## config.mk

```make
export PLATFORM = sky130hd
export DESIGN_NAME = timer_mc
export DESIGN_NICKNAME = d
export VERILOG_FILES = /design/src/rtl/timer_mc.sv
export SDC_FILE = /design/constraint.sdc
export NUM_CORES = 1
export LEC_CHECK = 0
export BUFFER_PORTS_ARGS = -buffer_cell sky130_fd_sc_hd__buf_4
export CORE_UTILIZATION = 43
export CTS_CLUSTER_DIAMETER = 40
export CTS_CLUSTER_SIZE = 40
export DETAILED_ROUTE_END_ITERATION = 8
export GPL_ROUTABILITY_DRIVEN = 0
export PLACE_DENSITY_LB_ADDON = 0.2
export SKIP_CTS_REPAIR_TIMING = 1
export SYNTH_ARGS = -nofsm -noshare
export SYNTH_HDL_FRONTEND = slang
export SYNTH_SLANG_ARGS = --single-unit
```

## constraint.sdc

```tcl
create_clock -name sys_clk -period 2.5 [get_ports sys_clk]
set_clock_uncertainty 0.05 [all_clocks]
set_input_delay 0.125 -clock sys_clk [delete_from_list [all_inputs] [get_ports sys_clk]]
set_output_delay 0.125 -clock sys_clk [all_outputs]
set_load 0.1 [all_outputs]
```

## src/rtl/timer_mc.sv

```systemverilog
// Multi-channel APB timer: NCH prescaled up-counters with compare match,
// one-shot/periodic mode, debug halt and a shared interrupt enable/status block.
module timer_mc #(
    parameter int NCH   = 4,
    parameter int CNT_W = 32,
    parameter int DIV_W = 8
) (
    input  logic             sys_clk,
    input  logic             sys_rst,
    input  logic             dbg_mode,
    input  logic             tim_psel,
    input  logic             tim_penable,
    input  logic             tim_pwrite,
    input  logic [11:0]      tim_paddr,
    input  logic [31:0]      tim_pwdata,
    input  logic [3:0]       tim_pstrb,
    output logic [31:0]      tim_prdata,
    output logic             tim_pready,
    output logic             tim_pslverr,
    output logic [NCH-1:0]   tim_int_ch,
    output logic             tim_int
);

    localparam logic [7:0] ID_NCH  = 8'(NCH);
    localparam logic [7:0] ID_CNTW = 8'(CNT_W);

    logic             access;
    logic [1:0]       reg_sel;
    logic [3:0]       ch_idx;
    logic             is_glob;
    logic             is_chan;
    logic             err;
    logic             wr;
    logic [31:0]      wmask;
    logic [31:0]      rd_val;

    logic             gen;
    logic [NCH-1:0]   int_en;
    logic [NCH-1:0]   int_st;
    logic [NCH-1:0]   hw_set;
    logic [NCH-1:0]   w1c;
    logic             gctrl_wr;
    logic             inten_wr;
    logic             intst_wr;

    logic [31:0]      ctrl_rd [NCH];
    logic [31:0]      cmp_rd  [NCH];
    logic [31:0]      cnt_rd  [NCH];

    logic             unused_addr;

    function automatic logic [31:0] merge32(input logic [31:0] old_val,
                                            input logic [31:0] new_val,
                                            input logic [31:0] mask);
        return (old_val & ~mask) | (new_val & mask);
    endfunction

    assign unused_addr = ^tim_paddr[1:0];

    // APB decode: globals live in 0x000-0x00C, channels at 0x100 + 0x10*ch
    assign access  = tim_psel & tim_penable;
    assign reg_sel = tim_paddr[3:2];
    assign ch_idx  = tim_paddr[7:4];
    assign is_glob = (tim_paddr[11:8] == 4'h0) && (tim_paddr[7:4] == 4'h0);
    assign is_chan = (tim_paddr[11:8] == 4'h1) && ({28'd0, ch_idx} < 32'(NCH))
                     && (reg_sel != 2'd3);
    assign err     = ~(is_glob | is_chan) | (tim_pwrite & is_glob & (reg_sel == 2'd3));
    assign wr      = access & tim_pwrite & ~err & (|tim_pstrb);
    assign wmask   = {{8{tim_pstrb[3]}}, {8{tim_pstrb[2]}},
                      {8{tim_pstrb[1]}}, {8{tim_pstrb[0]}}};

    assign gctrl_wr = wr & is_glob & (reg_sel == 2'd0);
    assign inten_wr = wr & is_glob & (reg_sel == 2'd1);
    assign intst_wr = wr & is_glob & (reg_sel == 2'd2);
    assign w1c      = intst_wr ? (tim_pwdata[NCH-1:0] & wmask[NCH-1:0]) : '0;

    always_ff @(posedge sys_clk) begin
        if (sys_rst) begin
            gen    <= 1'b0;
            int_en <= '0;
            int_st <= '0;
        end else begin
            if (gctrl_wr && wmask[0]) begin
                gen <= tim_pwdata[0];
            end
            if (inten_wr) begin
                int_en <= (int_en & ~wmask[NCH-1:0]) | (tim_pwdata[NCH-1:0] & wmask[NCH-1:0]);
            end
            // a hardware set in the same cycle as a W1C keeps the bit set
            int_st <= (int_st & ~w1c) | hw_set;
        end
    end

    for (genvar c = 0; c < NCH; c++) begin : g_ch
        logic             en;
        logic             oneshot;
        logic             dbg_halt;
        logic [DIV_W-1:0] div;
        logic [DIV_W-1:0] pc;
        logic [CNT_W-1:0] cmp;
        logic [CNT_W-1:0] cnt;
        logic             sel;
        logic             ctrl_wr;
        logic             cmp_wr;
        logic             cnt_wr;
        logic             run;
        logic             tick;
        logic             match;
        logic             pc_clr;
        logic [31:0]      ctrl_word;
        logic [31:0]      ctrl_new;
        logic [31:0]      cmp_new;
        logic [31:0]      cnt_new;
        logic             unused_ch;

        assign sel     = wr & is_chan & (ch_idx == 4'(c));
        assign ctrl_wr = sel & (reg_sel == 2'd0);
        assign cmp_wr  = sel & (reg_sel == 2'd1);
        assign cnt_wr  = sel & (reg_sel == 2'd2);

        assign ctrl_word = (32'(div) << 8) | {29'd0, dbg_halt, oneshot, en};
        assign ctrl_new  = merge32(ctrl_word, tim_pwdata, wmask);
        assign cmp_new   = merge32(32'(cmp), tim_pwdata, wmask);
        assign cnt_new   = merge32(32'(cnt), tim_pwdata, wmask);
        assign unused_ch = ^{ctrl_new, cmp_new, cnt_new};

        assign run    = gen & en & ~(dbg_mode & dbg_halt);
        // >= keeps the prescaler bounded if div is lowered below the running pc
        assign tick   = run & (pc >= div);
        // a CNT write in the same cycle suppresses both increment and match
        assign match  = tick & ~cnt_wr & (cnt == cmp);
        assign pc_clr = cnt_wr | cmp_wr | (ctrl_wr & ctrl_new[0] & ~en);

        assign hw_set[c]  = match;
        assign ctrl_rd[c] = ctrl_word;
        assign cmp_rd[c]  = 32'(cmp);
        assign cnt_rd[c]  = 32'(cnt);

        always_ff @(posedge sys_clk) begin
            if (sys_rst) begin
                en       <= 1'b0;
                oneshot  <= 1'b0;
                dbg_halt <= 1'b0;
                div      <= '0;
                pc       <= '0;
                cmp      <= '1;
                cnt      <= '0;
            end else begin
                if (ctrl_wr) begin
                    en       <= ctrl_new[0];
                    oneshot  <= ctrl_new[1];
                    dbg_halt <= ctrl_new[2];
                    div      <= ctrl_new[8 +: DIV_W];
                end
                // one-shot auto-clear overrides any concurrent APB write of en
                if (match && oneshot) begin
                    en <= 1'b0;
                end

                if (cmp_wr) begin
                    cmp <= cmp_new[CNT_W-1:0];
                end

                if (cnt_wr) begin
                    cnt <= cnt_new[CNT_W-1:0];
                end else if (tick) begin
                    cnt <= match ? '0 : cnt + CNT_W'(1);
                end

                if (pc_clr) begin
                    pc <= '0;
                end else if (run) begin
                    pc <= (pc >= div) ? '0 : pc + DIV_W'(1);
                end
            end
        end
    end

    always_comb begin
        rd_val = '0;
        if (is_glob) begin
            case (reg_sel)
                2'd0:    rd_val = {31'd0, gen};
                2'd1:    rd_val = 32'(int_en);
                2'd2:    rd_val = 32'(int_st);
                default: rd_val = {16'h0, ID_CNTW, ID_NCH};
            endcase
        end else if (is_chan) begin
            for (int i = 0; i < NCH; i++) begin
                if (ch_idx == 4'(i)) begin
                    case (reg_sel)
                        2'd0:    rd_val = ctrl_rd[i];
                        2'd1:    rd_val = cmp_rd[i];
                        default: rd_val = cnt_rd[i];
                    endcase
                end
            end
        end
    end

    assign tim_pready  = access;
    assign tim_pslverr = access & err;
    assign tim_prdata  = (access & ~err & ~tim_pwrite) ? rd_val : 32'd0;

    assign tim_int_ch = int_st & int_en;
    assign tim_int    = |tim_int_ch;

endmodule

```

# After elaboration in Yosys (flattened, before gate mapping)
# Index checks and enable logic that the tools add are counted.
# totals
output_inout_bits	39
reg_bits	341
elab_cells	235
input_bits	54
# op_classes
reduce_logical	25
n_lt_le_gt_ge	5
addsub	8
mux	29
bitwise	125
eq_ne	12
# op_table
operator	count
$mux W32	19
$and A32 B32 Y32	9
$or A32 B32 Y32	8
$pmux W32 S2	4
$add A32 B1 Y32 const B	4
$eq A32 B32 Y1	4
$and A16 B16 Y16	4
$or A16 B16 Y16	4
$or A16 B3 Y16	4
$and A1 B1 Y1	62
$pmux W14 S3	1
$add A8 B1 Y8 const B	4
$ge A8 B8 Y1	4
$mux W8	4
$not A32 Y32	1
$and A4 B4 Y4	4
$reduce_or A2 Y1	8
$not A1 Y1	15
$or A1 B1 Y1	10
$eq A4 B1 Y1 const B	2
$eq A4 B2 Y1 const B	2
$logic_and A1 B1 Y1	8
$logic_not A4 Y1	2
$not A4 Y4	2
9 further kinds	15

# Depth between registers and ports, before layout
# Gate-level depths: netlist (run 1).
# logic_depth
depth_word	18
ltp_mapped	11
ltp_nobuf	9

# Worst setup path before layout (run 1)
# Ideal clock, no wire load.
# synth_timing
path_kind	input to output
startpoint	input port tim_paddr[4]
endpoint	output port tim_prdata[17]
slack_ns	-1.698
n_path_buf	3
t_arrival_ns	4.023
required_time_ns	2.325
stages	7
cell_sequence	buf_2 > nor3b_1 > nor2b_1 > clkbuf_1 > buf_1 > a22oi_1 > a211oi_1
# synth_via
elab_chain_cells	10
word_cells_on_any_way	23
classes_between	1 x order compare; 3 x eq/ne; 7 x mux; 8 x bitwise; 4 x reduce/logical
# synth_lines
item	line	source
start: declaration	14	input logic [11:0] tim_paddr,
$lt A4 B3 Y1	65	assign is_chan = (tim_paddr[11:8] == 4'h1) && ({28'd0, ch_idx} < 32'(NCH))
$logic_and A1 B1 Y1	65	
$logic_and A1 B1 Y1	66	&& (reg_sel != 2'd3);
$or A1 B1 Y1	67	assign err = ~(is_glob | is_chan) | (tim_pwrite & is_glob & (reg_sel == 2'd3));
$not A1 Y1	67	
$or A1 B1 Y1	67	
$not A1 Y1	203	assign tim_prdata = (access & ~err & ~tim_pwrite) ? rd_val : 32'd0;
$and A1 B1 Y1 (2 in a row)	203	
$mux W32 *	203	
end: declaration	17	output logic [31:0] tim_prdata,
# Mark *: on every way between the ends. The rest lies on a longest branch, timed or not.

==> metrics.txt, run 1 <==
outcome complete, but fails checks; violations in the final reports negative hold slack; final-report max-slew violation count 0; most used flip-flop cell after synthesis sky130_fd_sc_hd__dfxtp_1; GR Overflow Total 0; Overall Global Routing Usage 0.3473; power density over the cells 568.5 nW/um2; area taken by multi-input logic gates 14550 um2; WL per Instance 22.79 um; largest net degree at the start of global routing between 100 and 150; Hold Crit Class in2reg; Worst Tran Pin Value 0.8228 ns; total non-filler cell area in the finished layout between 20000 and 30000 um2; # diodes 0; final cycle utilization of the critical path 0.9958; unrepaired setup endpoints after global routing yes; crit end category flip-flop; mean instance size in the synthesized netlist 7.305 um2; total die area just over 50000 um2; biggest fanout along the worst timing path 5; net switching power of the design 4119 uW; number of sinks on the clock net around 340; synthesized area ~22000 um2; die width 225.9 um; worst hold slack after final layout -0.006653 ns; async set or reset register ratio after synthesis 0; Post-DRT Antenna Nets 0; clock buffer count from CTS between 60 and 70; via count of the first global-routing pass roughly 22000; DRC viols 0; synthesized flop and latch total 341; area taken by flip-flops and latches 6847 um2; die height between 200 and 250 um; most common cell after layout, fill and taps aside sky130_fd_sc_hd__nand2_1; VDD IR-drop max 0.5304 mV; Detailed Route WL 90860 um; DR iter-0 viols 3010; clock root buffer master sky130_fd_sc_hd__clkbuf_16; Synth Net Count 3046; cell-internal power 12340 uW; total leakage power between 0.01 and 0.015 uW; Max Clock Freq 401.7 MHz; final layout net count 3363; htree depth 3; fraction of the yosys area taken by sequential cells 0.3166; count of pins on the block boundary 93; number of maximum-capacitance constraint violations 0; detailed placement HPWL 65740 um; number of detailed-routing iterations run before antenna repair 8; gate count of the mapped netlist 2952; Rel. slew slack 0.4495; initial core utilization 0.4387; global-route wire length before repair 134400 um; initial antenna violation count 0; highest-count cells in the layout ignoring fill and taps sky130_fd_sc_hd__nand2_1 (609), sky130_fd_sc_hd__buf_4 (382), sky130_fd_sc_hd__dfxtp_1 (325); Floorplan Core Area slightly below 50000 um2; switching power share of the total 0.2502; via count normalized by instance count 6.097; fraction of layout cells with a size suffix above 1 0.2161; Final Hold Violating Endpoints 1; final critical path time including I/O delays and setup 2.490 ns; total of buffers placed on input and output ports 90; maximum root-to-sink buffer count 3; fraction of power consumed by the clock network 0.605; Critical Path AT roughly 3.0 ns; startpoint-to-endpoint class of the critical path reg2reg; power share of the sequential group 0.332; Syn. warnings 0; clock tree from TritonCTS yes; total chip power 16460 uW; total of fill cells in the finished design 4395; combinational group share of total power 0.064; Core Rows 81; count of different cell masters after synthesis 77; total via count after detailed routing 24309; clock slew at reported path FFs around 0.05 ns; count of endpoints failing setup in the final report 0; Worst EP required 2.97 ns; layout-stage area growth over the synthesis result 34.28%; Post-DP Area 25380 um2; insertion delay of the later-clocked pin in the worst-skew pair 0.60 ns; number of flops mapped to enable cells by yosys 0; Setup crit start kind flip-flop
==> synthesized netlist by cell type, drive strengths merged, types with 13 or more instances <==
cell	n	area, um2
and3	31	193.9
a22oi	18	135.1
a32oi	13	113.9
xnor2	65	569.3
or3	15	93.84
dfxtp	341	6827
nor2	224	873.3
inv	79	296.5
and2	23	143.9
a221oi	42	380.4
mux2i	93	930.9
buf	37	193.9
a211oi	75	563.0
a21oi	94	481.7
a31oi	28	175.2
o211ai	15	112.6
xor2	160	1401
nor4	57	369.1
o21ai	209	1046
clkbuf	177	666.9
nand2	620	2342
nor3	41	266.5
nand3	233	1166
nand4	45	281.5
o21a	13	97.59
o22ai	27	168.9
ha	40	500.5
and4	21	183.9
==> layout make-up <==
| type | instances | share of cell area |
|---|---|---|
| clock inverter | 44 | 0.02165 |
| clock buffer | 80 | 0.06356 |
| multi-input combinational | 2317 | 0.5023 |
| inverter | 80 | 0.01046 |
| sequential | 341 | 0.2365 |
| tap | 664 | 0.02869 |
| timing repair buffer | 461 | 0.1369 |
==> worst max-delay path: stages, from the launching register on <==
cell                        delay [ns]
sky130_fd_sc_hd__dfxtp_2          0.35
sky130_fd_sc_hd__inv_1            0.05
sky130_fd_sc_hd__ha_1             0.27
sky130_fd_sc_hd__nand4_1          0.11
sky130_fd_sc_hd__o31a_1           0.30
sky130_fd_sc_hd__buf_6            0.14
sky130_fd_sc_hd__or3_4            0.36
sky130_fd_sc_hd__buf_12           0.14
sky130_fd_sc_hd__clkbuf_16        0.14
sky130_fd_sc_hd__a2111oi_4        0.28
sky130_fd_sc_hd__o21ai_1          0.09
sky130_fd_sc_hd__a21oi_1          0.12
==> layer usage <==
metal,share of wire,vias up,wire (um),track usage
li1,-,11022,-,-
met1,0.41,11499,37600,0.4719
met2,0.42,1510,38380,0.5123
met3,0.11,278,9955,0.07208
met4,0.054,0,4922,0.1865
met5,0,-,0,0
==> final timing paths <==
path | from | to | slack, ns | depth (start not counted)
worst min-delay path | tim_paddr[3] | gen | -0.007 | 5
worst min register to register | flip-flop | flip-flop | 0.44 | 2
worst max-delay path | flip-flop | flip-flop | 0.01 | 11
worst max register to register | flip-flop | flip-flop | 0.01 | 11
==> stage by stage <==
stage	cells	utilization	worst slack [ns]	setup TNS, ns	hold slack [ns]
floorplan	2952	-	-0.03493	-0.1325	0.1990
global placement	3814	0.5163	-0.3024	-15.94	0.3742
detailed placement	3814	0.5163	-0.3944	-21.74	0.3733
CTS	3938	0.5665	-0.2839	-9.877	-0.2443
global route	3987	0.5891	-0.09900	-0.4989	0.04428
finish	3987	0.5891	0.01041	0	-0.006653
==> power groups by stage <==
stage | logic [uW] | registers [uW] | clock network, uW
finish | 1050 | 5460 | 9960
global route | 1070 | 5460 | 10300
CTS | 960 | 5460 | 10000
detailed placement | 958 | 5570 | 0
global placement | 950 | 5570 | 0
floorplan | 492 | 5560 | 0
==> logic make-up after synthesis <==
| logic type | after synthesis | synth area share |
|---|---|---|
| adders and majority gates | 40 | 0.02321 |
| AOI/OAI and AO/OA | 603 | 0.1799 |
| buffers and inverters | 294 | 0.05385 |
| xor gates and xnor gates | 225 | 0.09139 |
| and+or+nand+nor | 1347 | 0.2867 |
| muxes | 102 | 0.04839 |
| DFF | 341 | 0.3166 |
Power figures use the tool's default switching activity.
==> run 2, diff against run 1 <==
CORE_MARGIN = 4   (was default)
==> run 2 against run 1 <==
Net effect: the flow finishes with violations (negative setup slack); cell area down 0.78%; combinational power about the same; worst hold slack better by 0.11 ns; via count down 1.4%; global-route usage down 3.0 points; critical path depth down 3; largest cell class unchanged.
==> metrics.txt, run 2 (synthesis gave the netlist of run 1 again) <==
outcome complete, but fails checks; violations in the final reports negative setup slack; number of detailed-routing iterations run before antenna repair 5 (-3); layout-stage area growth over the synthesis result 33.23%; switching power share of the total 0.2459 (-0.004356); area taken by flip-flops and latches 6849 um2 (about the same); initial antenna violation count 1 (+1); crit end category flip-flop; Min-Delay Path Depth 5 (unchanged); startpoint-to-endpoint class of the critical path reg2reg; final layout net count 3329 (-1.0%); Critical Path AT 2.96 ns (about the same); clock slew at reported path FFs 0.05 ns (about the same); number of placed instances, taps included 3784 (-0.79%); Floorplan Core Area 49250 um2 (+0.21%); count of endpoints failing setup in the final report 3 (+3); Post-DP Area 25230 um2 (-0.57%); die width 231.9 um (+2.7%); total die area 53790 um2 (+5.4%); detailed placement HPWL 65570 um (-0.26%); worst setup timing slack at the placement stage -0.2457 ns (+0.1487 ns); count of pins on the block boundary 93 (unchanged); setup slack, reg-to-reg -0.03 ns (-0.04 ns); clock tree from TritonCTS yes; number of maximum-capacitance constraint violations 0 (unchanged); total of buffers placed on input and output ports 90 (unchanged); via count of the first global-routing pass 22145 (-0.83%); unrepaired setup endpoints after global routing yes; initial core utilization 0.4378 (-0.0009027); Rel. slew slack 0.4554 (+0.005949); htree depth 3 (unchanged); clock root buffer master sky130_fd_sc_hd__clkbuf_16; die height 231.9 um (+2.7%); cell-internal power 12350 uW (about the same); power share of the sequential group 0.334 (+0.002); Worst EP required 2.93 ns (-0.04 ns); insertion delay of the later-clocked pin in the worst-skew pair 0.61 ns (about the same); final cycle utilization of the critical path 1.010 (+0.01427); WL per Instance 22.58 um (-0.92%); Max Clock Freq 396.0 MHz (-1.4%); maximum root-to-sink buffer count 3 (unchanged); highest-count cells in the layout ignoring fill and taps sky130_fd_sc_hd__nand2_1 (611), sky130_fd_sc_hd__buf_4 (334), sky130_fd_sc_hd__dfxtp_1 (323); GR Overflow Total 0 (unchanged); global-route wire length before repair 133000 um (-1.0%); DR iter-0 viols 2859 (-5.0%); number of sinks on the clock net 341 (unchanged); biggest fanout along the worst timing path 6 (+1); total non-filler cell area in the finished layout 28730 um2 (-0.78%); combinational group share of total power 0.064 (about the same); net switching power of the design 4026 uW (-2.3%); total of fill cells in the finished design 4462 (+1.5%); post-route insts no fill 3957 (-0.75%); DRC viols 0 (unchanged); total leakage power 0.01130 uW (-0.81%); Detailed Route WL 89350 um (-1.7%); total via count after detailed routing 23977 (-1.4%); Post-DRT Antenna Nets 0 (unchanged); most common cell after layout, fill and taps aside sky130_fd_sc_hd__nand2_1; worst hold slack after final layout 0.1044 ns (+0.1110 ns); min setup slack post-route -0.02526 ns (-0.03568 ns); Core Util, Final 0.5833 (-0.005810); power density over the cells 569.9 nW/um2 (+0.25%); Overall Global Routing Usage 0.3176 (-0.02964); final critical path time including I/O delays and setup 2.525 ns (+0.03568 ns); largest net degree at the start of global routing 69 (-34%); Setup crit start kind flip-flop; Worst R2R Path Depth 8 (-3); Final Hold Violating Endpoints 0 (-1); fraction of power consumed by the clock network 0.602 (-0.003); clock buffer count from CTS 71 (+4.4%); Worst Tran Pin Value 0.8120 ns (-0.01078 ns); VDD IR-drop max 0.4349 mV (-18%); # diodes 0 (unchanged); area taken by multi-input logic gates 14480 um2 (-0.45%); Hold Crit Class in2reg; via count normalized by instance count 6.059 (-0.62%); final-report max-slew violation count 0 (unchanged); Core Rows 81 (unchanged); fraction of layout cells with a size suffix above 1 0.2044 (-0.01170)
[run 2: cell type report]
class	count	area share
Timing Repair Buffer	423	0.1320
Clock buffer	92	0.07069
Inverter	80	0.01054
Clock inverter	39	0.01546
Tap cell	664	0.02892
Multi-Input combinational cell	2318	0.5040
Sequential cell	341	0.2384
[run 2: critical path: stages (launching register included)]
cell	delay, ns
sky130_fd_sc_hd__dfxtp_1	0.45
sky130_fd_sc_hd__xor2_1	0.16
sky130_fd_sc_hd__nor4_1	0.52
sky130_fd_sc_hd__nand4_1	0.33
sky130_fd_sc_hd__nor2_2	0.29
sky130_fd_sc_hd__buf_4	0.21
sky130_fd_sc_hd__a21o_1	0.17
sky130_fd_sc_hd__o21a_1	0.13
sky130_fd_sc_hd__o21ai_0	0.09
[run 2: metal layers]
layer	vias up	GRT usage	wire, um
met5	-	0	0
met1	11253	0.4329	36710
li1	10974	-	-
met2	1456	0.4695	37190
met3	294	0.07667	10140
met4	0	0.1579	5316
[run 2: power by group through the flow]
stage	registers (uW)	logic, uW	clock network [uW]
after floorplan	5560	492	0
after global placement	5570	963	0
final	5470	1050	9860
after CTS	5470	968	9890
after global routing	5460	1080	10200
after detailed placement	5570	966	0
[run 2: worst min-delay path by stage]
stage / from / endpoint / slack (ns)
after CTS: tim_pwdata[4] / flip-flop / -0.22
after floorplan: tim_pwdata[31] / flip-flop / 0.20
after detailed placement: tim_pwdata[4] / flip-flop / 0.41
after global placement: tim_pwdata[4] / flip-flop / 0.41
after global routing: tim_pstrb[3] / flip-flop / 0.11
final: tim_paddr[3] / gen / 0.10
[run 2: through the flow]
step / setup TNS [ns] / total power [uW]
floorplan: -0.1325 / 6055
global placement: -21.92 / 6533
detailed placement: -37.28 / 6537
CTS: -7.434 / 16330
global route: -0.6032 / 16740
finish: -0.04220 / 16370
